[src/rtl/pdp1_ptp.sv]
// pdp1_ptp: PDP-1 paper tape punch. Decodes ppa/ppb IOTs into 8-bit frames queued in a first-word-fall-through FIFO for a host byte stream.
// A frame is visible one edge after its push, and a full FIFO stalls the CPU via bs_inh. Define PDP1_PTP_STATUS_EN to add the o033 status read.
module pdp1_ptp #(
  parameter int DEPTH = 16,
  parameter int AW    = 4
) (
  input  logic        i_clk,
  input  logic        i_rst,
  input  logic        bs_stb,
  input  logic [0:10] bs_adr,
  input  logic        bs_wait,
  input  logic [0:17] bs_din,
  output logic [0:17] bs_dout,
  output logic        bs_inh,
  output logic [7:0]  o_pch_data,
  output logic        o_pch_valid,
  input  logic        i_pch_ready,
  output logic        o_empty,
  output logic        o_flag
);
  localparam logic [AW:0] FULL_CNT = (AW+1)'(DEPTH);

  logic [7:0]    mem [DEPTH];
  logic [AW-1:0] rd_ptr;
  logic [AW-1:0] wr_ptr;
  logic [AW:0]   count;
  logic          full;
  logic          empty;
  logic          is_ppa;
  logic          is_ppb;
  logic          push;
  logic          pop;
  logic [7:0]    frame;

  assign is_ppa = (bs_adr == 11'o005);
  assign is_ppb = (bs_adr == 11'o006);
  assign full   = (count == FULL_CNT);
  assign empty  = (count == '0);

  // Binary mode forces channel 8 and clears channel 7 so the tape reader can tell the frame types apart.
  assign frame  = is_ppb ? {2'b10, bs_din[0:5]} : bs_din[10:17];

  assign push   = bs_stb & (is_ppa | is_ppb) & ~full;
  assign pop    = ~empty & i_pch_ready;
  assign bs_inh = bs_stb & (is_ppa | is_ppb) & full;

  assign o_pch_data  = mem[rd_ptr];
  assign o_pch_valid = ~empty;
  assign o_empty     = empty;
  assign o_flag      = ~full;

  always_ff @(posedge i_clk) begin
    if (push) mem[wr_ptr] <= frame;
  end

  always_ff @(posedge i_clk or negedge i_rst) begin
    if (!i_rst) begin
      rd_ptr <= '0;
      wr_ptr <= '0;
      count  <= '0;
    end else begin
      if (push) wr_ptr <= wr_ptr + 1'b1;
      if (pop)  rd_ptr <= rd_ptr + 1'b1;
      case ({push, pop})
        2'b10:   count <= count + 1'b1;
        2'b01:   count <= count - 1'b1;
        default: count <= count;
      endcase
    end
  end

`ifdef PDP1_PTP_STATUS_EN
  logic [0:17] status;
  logic        is_stat;
  logic        unused_ok;

  assign is_stat = (bs_adr == 11'o033);

  always_ff @(posedge i_clk or negedge i_rst) begin
    if (!i_rst)                status <= '0;
    else if (bs_stb & is_stat) status <= {full, empty, 10'b0, 6'(count)};
  end

  assign bs_dout   = (is_stat & bs_wait) ? status : 'z;
  assign unused_ok = &{1'b0, bs_din[6:9]};
`else
  logic unused_ok;

  assign bs_dout   = 'z;
  assign unused_ok = &{1'b0, bs_wait, bs_din[6:9]};
`endif

endmodule

[config.mk]
export PLATFORM = sky130hd
export DESIGN_NAME = pdp1_ptp
export DESIGN_NICKNAME = d
export VERILOG_FILES = /design/src/rtl/pdp1_ptp.sv
export SDC_FILE = /design/constraint.sdc
export NUM_CORES = 1
export LEC_CHECK = 0
export BUFFER_PORTS_ARGS = -buffer_cell sky130_fd_sc_hd__clkbuf_2
export CAP_MARGIN = 0
export CORE_UTILIZATION = 32
export DETAILED_ROUTE_END_ITERATION = 8
export GPL_ROUTABILITY_DRIVEN = 0
export GPL_TIMING_DRIVEN = 0
export HOLD_SLACK_MARGIN = 0.12
export PLACE_DENSITY = 0.56
export SLEW_MARGIN = 15
export SYNTH_ARGS = -nofsm -noshare
export SYNTH_HDL_FRONTEND = slang
export SYNTH_SLANG_ARGS = --single-unit
[constraint.sdc]
create_clock -name i_clk -period 3.5 [get_ports i_clk]
set_clock_uncertainty 0.15 [all_clocks]
set_input_delay 0.525 -clock i_clk [delete_from_list [all_inputs] [get_ports i_clk]]
set_output_delay 0.525 -clock i_clk [all_outputs]
set_load 0.02 [all_outputs]
==> flow_metrics.env <==
export IMPL_antenna_cells=0
export IMPL_multi_input_area_um2=1650
export IMPL_vias_per_cell=4.81
export IMPL_violations="DRC"
export IMPL_routedWlPerCell_um=17.5
export IMPL_initial_core_util=0.329
export IMPL_worst_pin_slew_ns=1.19
export IMPL_yosys_warnings=0
export IMPL_crit_arrival_ns=2.68
export IMPL_place_ws_ns=0.144
export IMPL_grt_pass1_wl_um=17400
export IMPL_cp_max_fo=10
export IMPL_cts_buffers=17
export IMPL_die_h_um=138
export IMPL_cts_max_path_buffers=2
export IMPL_die_w_um=138
export IMPL_rsz0062_at_grt="false"
export IMPL_ys_seq_area_frac=0.700
export IMPL_synth_area_leader_cell="edfxtp_1"
export IMPL_worstPathRequired_ns=2.82
export IMPL_vdd_drop_max_mv=0.409
export IMPL_fin_tns_setup_ns=0
export IMPL_nNetsFinal=449
export IMPL_fill_cells=1650
export IMPL_tritoncts="built"
export IMPL_io_pins=64
export IMPL_seq_area_um2=4170
export IMPL_place_area_um2=6520
export IMPL_async_flop_share=0.0922
export IMPL_drive_above_1_share=0.321
export IMPL_vias=3114
export IMPL_critical_path_class="reg -> out"
export IMPL_grt_max_degree=17
export IMPL_dr_pass1_iters=8
export IMPL_synthAdderAreaFrac=0.0223
export IMPL_yosys_register_bits=141
export IMPL_finalSetupViolCount=0
export IMPL_synth_cells=328
export IMPL_drcViolationCount=10
export IMPL_stdcell_area_um2=7070
export IMPL_place_port_buffers=40
export IMPL_avgSynthCellArea_um2=18.2
export IMPL_p_per_area_nw_per_um2=718
export IMPL_synth_top_family_by_area="multiplexers"
export IMPL_finalHoldViolCount=0
export IMPL_holdCritPathClass="in -> reg"
export IMPL_hpwl_um=7840
export IMPL_slew_headroom=0.202
export IMPL_synth_cell_types=40
export IMPL_synth_top_area_frac=0.645
export IMPL_synth_edf_count=128
export IMPL_synth_mux_area_frac=0.138
export IMPL_antenna_found_initial=0
export IMPL_timing_final_crit_share=0.959
export IMPL_synth_xor_area_frac=0.0147
export IMPL_place_inst=614
export IMPL_crit_path_end_kind="output pin"
export IMPL_final_max_slew_violation_count=0
export IMPL_syn_area_um2=5960
export IMPL_drtIter0Drc=196
export IMPL_fin_cells=647
export IMPL_clk_latency_ns=0.42
export IMPL_fmax_ghz=0.298
export IMPL_grt_pass1_vias=3131
export IMPL_synth_flop_cell="edfxtp_1"
export IMPL_grt_usage=0.126
export IMPL_p_total_mw=5.08
export IMPL_path_clk_slew_ns=0.05
export IMPL_grt_ovfl_total=0
export IMPL_p_leak_nw=2.49
export IMPL_finalWirelength_um=11300
export IMPL_ant_nets=0
export IMPL_rows=49
export IMPL_area_growth_pct=18.7
export IMPL_numClockSinks=141
export IMPL_run_status="complete, but fails checks"
export IMPL_fin_crit_ns=3.36
export IMPL_cts_max_level=4
export IMPL_maxCapViolCount=0
export IMPL_core_um2=18100
export IMPL_dieArea_um2=19200
export IMPL_yosys_top_cells_area="edfxtp_1 65%, mux4_2 12%, dfrtp_1 5.5%, buf_4 2.3%, a22oi_1 2.0%"
export IMPL_cp_start_kind="flip-flop"
export IMPL_synth_simple_area_share=0.0586
export IMPL_synth_compound_area_frac=0.0292
export IMPL_cts_root_buf="clkbuf_16"
export IMPL_timing_final_ws_setup_ns=0.144
[worst paths after layout]
kind / startpoint / end / cells after the start / slack (ns)
worst max-delay path: rd_ptr[1] / o_pch_data[0] / 6 / 0.14
worst min-delay path: bs_adr[0] / wr_ptr[3] / 4 / 0.33
worst max register to register: count[1] / count[4] / 8 / 0.41
worst min register to register: count[3] / count[3] / 2 / 0.38
max in group asynchronous: i_rst / rd_ptr[1] / 2 / 2.55
min in group asynchronous: i_rst / count[3] / 2 / 0.39
[cells by family (layout without fill, tap and decap cells)]
logic type	count (synthesis)	count (layout)
AOI/OAI and AO/OA	25	25
muxes	41	41
buffers and inverters	39	112
adders and majority gates	10	10
other	1	18
xor gates and xnor gates	10	10
DFF	141	141
and+or+nand+nor	61	61
[cell usage after synthesis (all sizes together) (2+ instances only)]
| cell type | number |
|---|---|
| inv | 6 |
| ha | 9 |
| nor3 | 6 |
| o21ai | 4 |
| dfrtp | 13 |
| nand2b | 3 |
| nor4 | 4 |
| clkbuf | 6 |
| nand4 | 6 |
| edfxtp | 128 |
| nor2 | 13 |
| mux2 | 9 |
| a21oi | 2 |
| mux4 | 32 |
| nor2b | 3 |
| buf | 27 |
| a22oi | 16 |
| nand2 | 16 |
| xnor2 | 9 |
[stage by stage]
step                utilization  hold slack [ns]
floorplan                     -           0.0794
global placement          0.360            0.299
detailed placement        0.360            0.300
CTS                       0.391            0.314
global route              0.391            0.347
finish                    0.391            0.330
[power breakdown]
| group | total (mW) | switching, mW | internal, mW |
|---|---|---|---|
| clock | 1.65 | 0.626 | 1.03 |
| combinational | 1.47 | 0.832 | 0.640 |
| sequential | 1.95 | 0.0590 | 1.89 |
[critical path, cell delays in order, from the launching register on]
cell and delay [ns]:
dfrtp_1 0.35, clkbuf_1 0.29, clkbuf_1 0.61, mux4_2 0.44, a22oi_1 0.29, nand2_1 0.11
clkbuf_2 0.17
[layout by cell type, fill, tap and decap left out, drive strengths merged, types with 9 or more instances in the layout]
master  netlist  routed
a22oi        16      16
buf          27      27
clkbuf        6      66
clkinv        0      10
conb          1      18
dfrtp        13      13
edfxtp      128     128
ha            9       9
mux2          9       9
mux4         32      32
nand2        16      16
nor2         13      13
xnor2         9       9
[state kept, by name (all words and copies together), names as in the netlist]
signal / cells
mem: 128
count: 5
rd_ptr: 4
wr_ptr: 4
[metal layers]
metal  vias to the layer above  part of all wire  track usage
met5                         -                 0            0
met4                         0             0.018       0.0591
met3                        18             0.050       0.0326
met2                        98              0.49        0.202
met1                      1574              0.44        0.161
li1                       1424                 -            -
[area by class of cell]
cell class                      count  share of cell area
Buffer                             33              0.0279
Tap cell                          229              0.0405
Inverter                            6             0.00318
Sequential cell                   141               0.589
Multi-Input combinational cell    165               0.233
Clock buffer                       20              0.0617
Clock inverter                     12              0.0145
Timing Repair Buffer               41              0.0297
[timing repair]
action / in CTS / in global routing
buffers inserted: 0 / 0
endpoints found under the hold margin: 13 / 0
resized for setup: 0 / 0
hold buffers: 1 / 0
Note: power is estimated with default switching activity, not from simulation.
